**src/rtl/instr_decoder_pkg.sv**
```systemverilog
// Shared constants and types for the 16-bit instruction decoder: opcode/ext codes,
// ALU operation encodings, FSM states and the per-operation property lookup.
package instr_decoder_pkg;

    localparam logic [3:0] OP_REG   = 4'b0000;
    localparam logic [3:0] CODE_ADD = 4'b0101;
    localparam logic [3:0] CODE_SUB = 4'b1001;
    localparam logic [3:0] CODE_CMP = 4'b1011;
    localparam logic [3:0] CODE_AND = 4'b0001;
    localparam logic [3:0] CODE_OR  = 4'b0010;
    localparam logic [3:0] CODE_XOR = 4'b0011;
    localparam logic [3:0] CODE_MOV = 4'b1101;

    typedef enum logic [3:0] {
        ALU_NOP = 4'h0,
        ALU_ADD = 4'h1,
        ALU_SUB = 4'h2,
        ALU_CMP = 4'h3,
        ALU_AND = 4'h4,
        ALU_OR  = 4'h5,
        ALU_XOR = 4'h6,
        ALU_MOV = 4'h7
    } alu_op_t;

    typedef enum logic [1:0] {
        ST_IDLE   = 2'd0,
        ST_DECODE = 2'd1,
        ST_EXEC   = 2'd2,
        ST_WB     = 2'd3
    } state_t;

    typedef struct packed {
        alu_op_t alu_op;
        logic    wr_en;
        logic    flag_en;
        logic    sign_ext;
        logic    legal;
    } op_info_t;

    // The same code space serves both the register-form ext field and the immediate-form op field.
    function automatic op_info_t op_lookup(input logic [3:0] code);
        op_info_t info;
        info = '{alu_op: ALU_NOP, wr_en: 1'b0, flag_en: 1'b0, sign_ext: 1'b0, legal: 1'b0};
        case (code)
            CODE_ADD: info = '{alu_op: ALU_ADD, wr_en: 1'b1, flag_en: 1'b1, sign_ext: 1'b1, legal: 1'b1};
            CODE_SUB: info = '{alu_op: ALU_SUB, wr_en: 1'b1, flag_en: 1'b1, sign_ext: 1'b1, legal: 1'b1};
            CODE_CMP: info = '{alu_op: ALU_CMP, wr_en: 1'b0, flag_en: 1'b1, sign_ext: 1'b1, legal: 1'b1};
            CODE_AND: info = '{alu_op: ALU_AND, wr_en: 1'b1, flag_en: 1'b0, sign_ext: 1'b0, legal: 1'b1};
            CODE_OR:  info = '{alu_op: ALU_OR,  wr_en: 1'b1, flag_en: 1'b0, sign_ext: 1'b0, legal: 1'b1};
            CODE_XOR: info = '{alu_op: ALU_XOR, wr_en: 1'b1, flag_en: 1'b0, sign_ext: 1'b0, legal: 1'b1};
            CODE_MOV: info = '{alu_op: ALU_MOV, wr_en: 1'b1, flag_en: 1'b0, sign_ext: 1'b1, legal: 1'b1};
            default:  ;
        endcase
        return info;
    endfunction

endpackage

```
**src/rtl/instr_decoder_imm_extend.sv**
```systemverilog
// Widens an 8-bit immediate to 16 bits, sign- or zero-extending on request.
module imm_extend (
    input  logic [7:0]  i_imm8,
    input  logic        i_sign_sel,
    output logic [15:0] o_imm16
);

    assign o_imm16 = {{8{i_sign_sel & i_imm8[7]}}, i_imm8};

endmodule

```
**src/rtl/instr_decoder.sv**
```systemverilog
// Multi-cycle instruction decoder: IDLE/DECODE/EXEC/WB handshake FSM with registered
// decode fields and single-cycle writeback strobes.
module instr_decoder
    import instr_decoder_pkg::*;
(
    input  logic        clk,
    input  logic        reset,
    input  logic [15:0] instr,
    input  logic        instr_valid,
    output logic        instr_ready,
    output logic        ri,
    output logic [15:0] imm,
    output logic [3:0]  rsrc_addr,
    output logic [3:0]  rdest_addr,
    output logic [3:0]  alu_op,
    output logic        reg_we,
    output logic        flag_we,
    output logic        illegal,
    output logic        busy
);

    state_t   r_state;
    state_t   w_state_next;
    logic     w_accept;

    logic [3:0]  w_op;
    logic [3:0]  w_ext;
    logic        w_is_reg;
    op_info_t    w_info;
    logic        w_ri;
    logic [15:0] w_imm_ext;
    logic [15:0] w_imm;

    logic        r_ri;
    logic [15:0] r_imm;
    logic [3:0]  r_rsrc;
    logic [3:0]  r_rdest;
    alu_op_t     r_alu_op;
    logic        r_wr_en;
    logic        r_flag_en;
    logic        r_illegal;

    assign w_op     = instr[15:12];
    assign w_ext    = instr[7:4];
    assign w_is_reg = (w_op == OP_REG);
    assign w_info   = op_lookup(w_is_reg ? w_ext : w_op);
    assign w_ri     = !w_is_reg && w_info.legal;

    imm_extend u_imm_extend (
        .i_imm8     (instr[7:0]),
        .i_sign_sel (w_info.sign_ext),
        .o_imm16    (w_imm_ext)
    );

    // Register forms and illegal words never present an immediate.
    assign w_imm    = w_ri ? w_imm_ext : 16'h0000;
    assign w_accept = (r_state == ST_IDLE) && instr_valid;

    always_ff @(posedge clk or posedge reset) begin
        if (reset) begin
            r_state <= ST_IDLE;
        end else begin
            r_state <= w_state_next;
        end
    end

    always_comb begin
        w_state_next = r_state;
        case (r_state)
            ST_IDLE:   if (w_accept) w_state_next = ST_DECODE;
            ST_DECODE: w_state_next = ST_EXEC;
            ST_EXEC:   w_state_next = ST_WB;
            ST_WB:     w_state_next = ST_IDLE;
            default:   w_state_next = ST_IDLE;
        endcase
    end

    // Decode fields are captured only on the accepting edge and held until the next one.
    always_ff @(posedge clk or posedge reset) begin
        if (reset) begin
            r_ri      <= 1'b0;
            r_imm     <= 16'h0000;
            r_rsrc    <= 4'h0;
            r_rdest   <= 4'h0;
            r_alu_op  <= ALU_NOP;
            r_wr_en   <= 1'b0;
            r_flag_en <= 1'b0;
            r_illegal <= 1'b0;
        end else if (w_accept) begin
            r_ri      <= w_ri;
            r_imm     <= w_imm;
            r_rsrc    <= instr[3:0];
            r_rdest   <= instr[11:8];
            r_alu_op  <= w_info.alu_op;
            r_wr_en   <= w_info.wr_en;
            r_flag_en <= w_info.flag_en;
            r_illegal <= !w_info.legal;
        end
    end

    assign instr_ready = (r_state == ST_IDLE);
    assign busy        = (r_state != ST_IDLE);
    assign ri          = r_ri;
    assign imm         = r_imm;
    assign rsrc_addr   = r_rsrc;
    assign rdest_addr  = r_rdest;
    assign alu_op      = r_alu_op;
    assign reg_we      = (r_state == ST_WB) && r_wr_en;
    assign flag_we     = (r_state == ST_WB) && r_flag_en;
    assign illegal     = (r_state == ST_WB) && r_illegal;

endmodule

```
**config.mk**
```make
export PLATFORM = sky130hd
export DESIGN_NAME = instr_decoder
export DESIGN_NICKNAME = d
export VERILOG_FILES = /design/src/rtl/instr_decoder_pkg.sv /design/src/rtl/instr_decoder_imm_extend.sv /design/src/rtl/instr_decoder.sv
export SDC_FILE = /design/constraint.sdc
export NUM_CORES = 1
export LEC_CHECK = 0
export ABC_CLOCK_PERIOD_IN_PS = 2200
export BUFFER_PORTS_ARGS = -buffer_cell sky130_fd_sc_hd__clkbuf_2
export CAP_MARGIN = 30
export CORE_MARGIN = 2
export CORE_UTILIZATION = 52
export CTS_BUF_LIST = sky130_fd_sc_hd__clkbuf_4
export DETAILED_ROUTE_END_ITERATION = 8
export PLACE_DENSITY = 0.9
export SLEW_MARGIN = 20
export SYNTH_ARGS = -nofsm -noshare
export SYNTH_HDL_FRONTEND = slang
export SYNTH_HIERARCHICAL = 1
export SYNTH_SLANG_ARGS = --single-unit
```
**constraint.sdc**
```tcl
create_clock -name clk -period 2.2 [get_ports clk]
set_input_delay 0.22 -clock clk [delete_from_list [all_inputs] [get_ports clk]]
set_output_delay 0.22 -clock clk [all_outputs]
set_load 0.02 [all_outputs]
```
==> flow_results.org, run 1 <==
** Global routing
- Global-route wire length before repair :: 5290 um
- For this run the aggregate overflow at the end of global routing stands at 0.
- Via count of the first global-routing pass :: 1152
- The number of antenna violations at the first check in global routing was 0.
- Entering global routing, the biggest net connects 34 pins.
- Global-route total usage across every layer :: 20.6%

** Hold path
- Min-Delay Path Class :: input port to register

** Setup path
- The signal on the critical path passes through inv_1 > ha_1 > and2_1 > mux2_2.
- Critical-path cell with the highest stage delay :: sky130_fd_sc_hd__and2_1
- At the worst endpoint, the required time is 2.42 ns.
- Data arrival time of the critical path :: 1.98 ns
- STA classifies the critical path endpoint as a register.
- STA classifies the critical path startpoint as a register.
- Peak fanout along the critical path :: 12
- Path type of the worst setup path :: register to register
- Maximum single-stage delay on the critical path :: 0.49 ns

** Die
- The die is 59.7 um tall.
- The floorplan has 20 rows.
- Area of the placeable core :: 0.00300 mm2
- Starting Density :: 53.6%
- Area of the die :: 0.00356 mm2
- From left edge to right edge, the die measures 59.7 um.
- In this run the count of I/O pins placed on the die edge is 53.

** Synthesis
- Count of yosys warnings during synthesis :: 6
- Synthesized Nets :: 164
- For this run, the register share of the synthesized area comes to 51.3%.
- By instance count, the leading cell after synthesis is sky130_fd_sc_hd__dfrtp_1.
- Cell Area, Synth :: 0.00161 mm2
- Commonest register cell after synthesis :: sky130_fd_sc_hd__dfrtp_1
- Synthesis instantiated 30 different standard cells from the library.
- After synthesis, the largest area contributor takes up 51.3% of total cell area.
- Mean post-synth cell area :: 11.3 um2
- Cells after synthesis :: 142
- Sorting the synthesized cells by how often they occur yields 33 x sky130_fd_sc_hd__dfrtp_1, 16 x sky130_fd_sc_hd__a22o_1, 16 x sky130_fd_sc_hd__buf_4, 8 x sky130_fd_sc_hd__mux2_2, 8 x sky130_fd_sc_hd__o21ai_0.
- Of all cell types, the one taking the most synthesized area is sky130_fd_sc_hd__dfrtp_1.
- Of all flip-flops after synthesis, the portion carrying an async set or reset was 100%.
- FF+latch count, synth :: 33
- The synthesized design contains 0 enable-type register cells.
- Main area contributors after synthesis :: sky130_fd_sc_hd__dfrtp_1 51%, sky130_fd_sc_hd__a22o_1 8.7%, sky130_fd_sc_hd__buf_4 7.5%

** Clock network
- Cts bufs inserted :: 5
- Counting every sink on the clock net gives 33.
- Clock Tree Root :: sky130_fd_sc_hd__clkbuf_4
- CTS HTree Levels :: 2
- Clock tree from TritonCTS :: done
- At the later pin of the worst-skew pair, clock insertion delay measures 0.33 ns.
- In this run, post-CTS repair resized a total of 0 instances.
- Number of buffers on the longest clock path :: 2
- Post-CTS timing repair inserted 0 buffers for setup.
- After clock tree synthesis, the clock-pin slew on the worst setup and hold paths is 0.10 ns.

** Timing
- Relative max-transition margin :: 65.2%
- Fin crit share :: 80.1%
- Setup violations remaining at the end of the flow were counted as 0.
- For the pin with the worst max-slew slack, the measured transition is 0.521 ns.
- Maximum clock skew at final layout :: 0.00729 ns
- Counting I/O delays and the setup requirement, the final critical path takes 1.76 ns.
- After routing, the total negative slack on setup checks comes to 0 ns.
- Across all hold checks on the routed design, the worst slack comes to 0.107 ns.
- Derived from the worst setup path, the maximum achievable clock frequency is 0.567 GHz.
- RSZ-0062 raised after global routing :: false
- The number of pins exceeding their max-slew limit in the final report came to 0.
- The number of failing hold endpoints at the final stage is 0.

** Layout
- The final layout contains 207 nets.
- Final core utilization :: 62.7%
- The number of antenna diodes in the final layout is 0.
- In the final layout, the share of cells above drive strength 1 is 39.8%.
- Relative to the synthesized area, the layout overhead comes to 16.9%.
- Fillers :: 246

** Power and ir drop
- Summed over all cells, the static leakage comes to 0.000979 uW.
- Across the VDD grid, the largest voltage drop is 0.000578 V.
- Pwr Density :: 1350 mW/mm2

** Placement
- The HPWL after detailed placement is 2460 um.
- # port buffers :: 51
- Global placer's final weighted congestion :: 0.889

** Routing
- DRC violation count after routing :: 0
- In the final routed layout, each cell accounts on average for 15.1 um.
- The detail route stage leaves a number of antenna-violating nets equal to 0.
- After detailed routing, the number of vias per cell comes to 5.63.
- The final route contains 1233 vias.
- After the first detailed-routing iteration, the DRC count stood at 55.
- For this block, the routed nets add up to 3310 um of wire.
- The first detailed-routing pass took 4 iterations.

** Run status
- Outcome :: completed

** Job
- Number of max-cap violations :: 0
through the flow:
step	power (uW)	instance area (um2)	cells	worst slack (ns)
finish	2540	1880	219	0.438
global placement	2060	1790	210	0.515
floorplan	1740	1610	142	0.402
detailed placement	2120	1790	210	0.421
CTS	2570	1880	219	0.414
global route	2710	1880	219	0.289
final timing paths:
kind	start	endpoint	slack (ns)	depth (start not counted)
worst max-delay path	r_state[0]$_DFFE_PP0P_	rdest_addr[0]$_DFFE_PP0P_	0.44	4
worst min-delay path	instr_valid	r_state[1]$_DFFE_PP0P_	0.11	2
worst max register to register	r_state[0]$_DFFE_PP0P_	rdest_addr[0]$_DFFE_PP0P_	0.44	4
worst min register to register	ri$_DFFE_PP0P_	ri$_DFFE_PP0P_	0.49	1
max in group asynchronous	reset	r_illegal$_DFFE_PP0P_	1.38	4
min in group asynchronous	reset	imm[15]$_DFFE_PP0P_	0.52	4
logic make-up after synthesis:
kind of cell | count (synthesis) | share of synthesized area [%]
flip-flops | 33 | 51.3
XOR/XNOR | 1 | 0.544
adder cells (fa/ha/maj) | 3 | 2.33
other | 1 | 0.233
multiplexers | 11 | 7.46
AND/OR/NAND/NOR | 26 | 9.01
AO/OA/AOI/OAI | 40 | 18.6
buffers and inverters | 27 | 10.5
worst max-delay path, delay by kind of cell, from the launching register on:
family | cells | cell delay, ns
simple gates | 1 | 0.49
fa+ha+maj | 1 | 0.25
buf+inv | 1 | 0.10
mux | 1 | 0.40
flops | 1 | 0.41
flip-flops by register name (all words and copies together) (netlist names):
register,count
r_wr_en,1
rdest_addr,4
r_state,2
r_flag_en,1
imm,16
ri,1
alu_op,3
rsrc_addr,4
r_illegal,1
per-layer routing:
metal  track usage [%]  wire, um  vias up
met2              36.2      1690       52
met4              7.62        51        0
met5                 0         0        -
met3              6.06       214        5
met1              23.5      1350      595
li1                  -         -      581
power by group:
part / switching, uW / internal, uW / total [uW]
clock: 192 / 249 / 441
combinational: 663 / 436 / 1100
sequential: 145 / 855 / 1000
timing repair:
item,4_1_cts,5_1_grt
setup endpoints to repair,0,0
hold endpoints to repair,33,0
hold buffers,1,0
area by class of cell:
type                            count  area (um2)  area share [%]
Sequential cell                    33         826            43.9
Inverter                            7        26.3            1.40
Tap cell                           33        41.3            2.19
Clock inverter                      2        33.8            1.79
Timing Repair Buffer               56         295            15.7
Clock buffer                        6        45.0            2.39
Multi-Input combinational cell     82         616            32.7
cell usage in the layout (no fill, tap or decap):
cell / instances
sky130_fd_sc_hd__a211oi_1: 1
sky130_fd_sc_hd__a21o_1: 2
sky130_fd_sc_hd__a21oi_1: 5
sky130_fd_sc_hd__a22o_1: 16
sky130_fd_sc_hd__a311oi_1: 1
sky130_fd_sc_hd__a31o_2: 2
sky130_fd_sc_hd__a41oi_1: 1
sky130_fd_sc_hd__and2_1: 6
sky130_fd_sc_hd__buf_4: 4
sky130_fd_sc_hd__bufinv_16: 1
sky130_fd_sc_hd__clkbuf_2: 51
sky130_fd_sc_hd__clkbuf_4: 6
sky130_fd_sc_hd__clkinv_1: 1
sky130_fd_sc_hd__conb_1: 1
sky130_fd_sc_hd__dfrtp_1: 33
sky130_fd_sc_hd__dlygate4sd3_1: 1
sky130_fd_sc_hd__ha_1: 3
sky130_fd_sc_hd__inv_1: 7
sky130_fd_sc_hd__mux2_2: 8
sky130_fd_sc_hd__mux2i_1: 3
sky130_fd_sc_hd__nand2_1: 6
sky130_fd_sc_hd__nand2b_1: 1
sky130_fd_sc_hd__nor2_1: 6
sky130_fd_sc_hd__nor2b_1: 2
sky130_fd_sc_hd__nor3_2: 1
sky130_fd_sc_hd__nor3b_1: 1
sky130_fd_sc_hd__o21ai_0: 8
sky130_fd_sc_hd__o22ai_2: 1
sky130_fd_sc_hd__o31a_1: 2
sky130_fd_sc_hd__o31ai_1: 1
sky130_fd_sc_hd__or3_1: 1
sky130_fd_sc_hd__or4b_1: 2
sky130_fd_sc_hd__xor2_1: 1
Power figures use the tool's default switching activity.
==> run 2: changes to the inputs <==
ABC_AREA = 1   (was unset)
ABC_CLOCK_PERIOD_IN_PS = 1400   (was 2200)
CORE_UTILIZATION = 48   (was 52)
PLACE_DENSITY = 0.86   (was 0.9)
clock period = 1.4 ns   (was 2.2 ns; I/O delays follow)
==> run 2 against run 1 <==
Die area grew 19%. Clock-buffer cell count shrank 1. Largest cell class unchanged. The run now ends with negative setup slack left. Sequential cell count is the same.
==> flow_results.org, run 2 <==
** Clock network
- Number of clock sinks :: 33
- TritonCTS built the clock tree.
- Counting along the longest clock path gives a buffer depth of 2.
- The cell sitting at the root of the clock tree is a sky130_fd_sc_hd__clkbuf_4.
- The H-tree was split into 2 levels.
- Post-CTS clock slew at the launch and capture registers of the worst setup and hold paths :: 0.11 ns
- Clock tree synthesis inserted a total of 5 buffers.
- The clock reaches the later pin of the worst-skew pair after 0.34 ns.

** Synthesis
- Most common cell in the synthesized netlist :: sky130_fd_sc_hd__nand2_1
- The Yosys step of the flow raised 6 warnings.
- In this run the mean area of a mapped cell was 8.60 um2.
- Summing every instance area after synthesis gives 0.00179 mm2.
- Counting instances in the post-synthesis netlist gives the leading cell types as 75 x sky130_fd_sc_hd__nand2_1, 33 x sky130_fd_sc_hd__dfrtp_1, 16 x sky130_fd_sc_hd__buf_4, 16 x sky130_fd_sc_hd__inv_1.
- sky130_fd_sc_hd__dfrtp_1 takes more of the synthesized area than any other cell.
- Main area contributors after synthesis :: sky130_fd_sc_hd__dfrtp_1 46%, sky130_fd_sc_hd__nand2_1 16%, sky130_fd_sc_hd__buf_4 6.7%
- After synthesis, the largest area contributor takes up 46.2% of total cell area.
- After synthesis, flip-flops and latches occupy 46.2% of the total area.
- Synthesized Nets :: 230
- Cells after synthesis :: 208
- For this run, the leading register cell type out of synthesis is sky130_fd_sc_hd__dfrtp_1.
- Number of flops mapped to enable cells by yosys :: 0
- In this run, distinct cell masters in the synthesized netlist total 23.
- FF+latch count, synth :: 33
- Async set-or-reset flop fraction in the synthesized netlist :: 100%

** Setup path
- STA classifies the critical path startpoint as a register.
- Worst path top cell family by delay :: flip-flops
- The largest individual stage delay along the critical path comes from the cell sky130_fd_sc_hd__dfrtp_1.
- Data arrival time of the critical path :: 1.73 ns
- For the worst setup path, the data required time is 1.69 ns.
- The number of buffers and inverters on the critical path is 2.
- Critical path cell sequence :: inv_2 > ha_4 > nand2_4 > a21oi_4 > clkbuf_16 > nand3_2 > nand2_1
- The worst setup path is captured at a register.
- Path type of the worst setup path :: register to register
- In this design, the stage delay of the slowest critical-path cell is 0.44 ns.
- In this run the worst path has a maximum fanout of 8.

** Timing
- Counting I/O delays and the setup requirement, the final critical path takes 1.43 ns.
- Maximum clock skew at final layout :: 0.00918 ns
- Upper clock frequency limit :: 0.697 GHz
- Setup repair after global routing could not meet its margin everywhere.
- Final-report hold violation count :: 0
- Setup slack on the critical path of the routed design comes to -0.0349 ns.
- Fin crit share :: 102%
- The number of pins exceeding their max-slew limit in the final report came to 0.
- Setup violations remaining at the end of the flow were counted as 13.

** Layout
- Leaving out fill and tap cells, the most frequent cell in the layout is sky130_fd_sc_hd__nand2_1.
- Share of post-route cells with drive strength above 1 :: 43.1%
- The area growth from synthesis to layout is 29.5%.
- For this run, the post-layout net count is 288.
- Cells fill 63.8% of the core in the end.
- Non-filler instance count after layout :: 315
- Highest-count cells in the layout ignoring fill and taps :: 71 x sky130_fd_sc_hd__nand2_1, 47 x sky130_fd_sc_hd__clkbuf_2, 33 x sky130_fd_sc_hd__dfrtp_1
- ANT cells :: 0
- Number of flip-flops in the largest register :: 16

** Placement
- Global placer's final weighted congestion :: 0.878
- Worst slack at placement :: -0.0543 ns
- Including well taps, the total number of placed cells is 295.
- The count of buffers added on input and output ports is 51.
- Once detailed placement completed, the half-perimeter wirelength came to 2580 um.

** Die
- 53 I/O pins were placed.
- The total area inside the core boundary comes to 0.00363 mm2.
- Rows :: 22
- Area of the die :: 0.00423 mm2
- Starting Density :: 49.2%
- Die W :: 65.1 um
- The die is 65.1 um tall.

** Global routing
- Pin count of the biggest net entering global routing :: 34
- GR Layer Usage met2 :: 32.2%
- Met1 global-route usage :: 23.5%
- The total overflow left after global routing is 0.
- Global-route total usage across every layer :: 19.2%
- Initial antenna violation count :: 0
- In the global route stage, met3 resource usage came out at 4.34%.
- The number of global-route vias before repair was 1470.
- Global-route wire length before repair :: 6200 um
- Peak-usage layer in the global routing report :: met2

** Routing
- Summed over all layers, the routed wires come to 3750 um.
- In this run the remaining antenna-violating nets after routing total 0.
- For this run, design rule violations remaining after detail routing come to 0.
- Detailed-route wire length per cell :: 11.9 um
- Via density per instance :: 4.77
- Initial drt markers :: 58
- Drt pass-1 iters :: 4
- Across all layers, the routed design uses 1501 vias.

** Hold path
- The path class of the tightest hold or removal check is input port to register.

** Job
- The tool flagged a number of max-cap violations equal to 0.

** Power and ir drop
- Post-route total power :: 4360 uW
- Power spread over the standard cell area amounts to 1880 mW/mm2.
- IR Drop Worst-Case VDD :: 0.00111 V
- In this run the static leakage power is 0.00128 uW.

** Run status
- Outcome :: complete, but fails checks
- The final reports fail on negative setup slack.
==> run 2: changes by cell type in the layout (fill, tap and decap cells not counted), sizes merged, moves of 3 or more <==
cell | previous run | this run
a31oi | 0 | 4
nor2 | 6 | 14
mux2i | 3 | 0
nand2 | 6 | 84
a22o | 16 | 0
dlygate4sd3 | 1 | 6
inv | 7 | 16
buf | 4 | 17
o21ai | 8 | 1
and2 | 6 | 0
nand3 | 0 | 24
mux2 | 8 | 0
==> run 2: per-stage QoR <==
stage	hold WS, ns	cell area, um2	setup TNS [ns]
CTS	0.0117	2230	-0.0333
finish	0.0179	2320	-0.193
global placement	0.230	2050	-0.00522
floorplan	0.250	1820	0
global route	0.0192	2320	-1.31
detailed placement	0.234	2050	-0.538
==> run 2: routing by layer <==
metal	vias up	part of all wire (%)
li1	751	-
met1	703	45
met2	39	49
met3	8	4.2
met4	0	1.7
met5	-	0
==> run 2: timing repair <==
item | 4_1_cts | 5_1_grt
endpoints found under the hold margin | 38 | 0
endpoints found under the setup margin | 25 | 22
resized for setup | 14 | 10
pin swaps | 2 | 3
setup buffers | 1 | 3
cloned | 0 | 2
hold buffers | 6 | 0
==> run 2: final cells by class <==
class,instances,area (um2)
fillers,319,1320
flip-flops and latches,33,826
multi-input cells,136,787
repair buffers,73,526
inverters,17,63.8
well taps,48,60.1
clock buffers,5,37.5
clock inverters,3,17.5
==> run 2: path summary, 6_finish.rpt <==
path / startpoint / end / slack (ns) / cells after the start
min in group asynchronous: reset / rdest_addr[3]$_DFFE_PP0P_ / 0.40 / 4
setup / recovery: r_state[0]$_DFFE_PP0P_ / imm[8]$_DFFE_PP0P_ / -0.03 / 7
hold / removal: instr[0] / rsrc_addr[0]$_DFFE_PP0P_ / 0.02 / 3
hold reg to reg: imm[9]$_DFFE_PP0P_ / imm[9]$_DFFE_PP0P_ / 0.49 / 2
max in group asynchronous: reset / rdest_addr[0]$_DFFE_PP0P_ / 0.70 / 4
setup reg to reg: r_state[0]$_DFFE_PP0P_ / imm[8]$_DFFE_PP0P_ / -0.03 / 7
==> run 2: logic make-up (layout without fill, tap and decap cells) <==
group,count (synthesis),after routing,synth area share (%)
other,1,1,0.210
and+or+nand+nor,123,123,35.8
adders and majority gates,3,3,2.10
DFF,33,33,46.2
AOI/OAI and AO/OA,9,9,3.22
buffers and inverters,39,98,12.5
==> run 2: where the power goes <==
group          switching [uW]  internal [uW]
clock network             342            189
logic                    1320            933
registers                 238           1340
==> run 2: worst reg2reg max path: cells and delay by family, from the launching register on <==
| family | cells | cell delay (ns) |
|---|---|---|
| buffers and inverters | 2 | 0.32 |
| DFF | 1 | 0.44 |
| and+or+nand+nor | 3 | 0.24 |
| adders and majority gates | 1 | 0.16 |
| AOI/OAI and AO/OA | 1 | 0.24 |
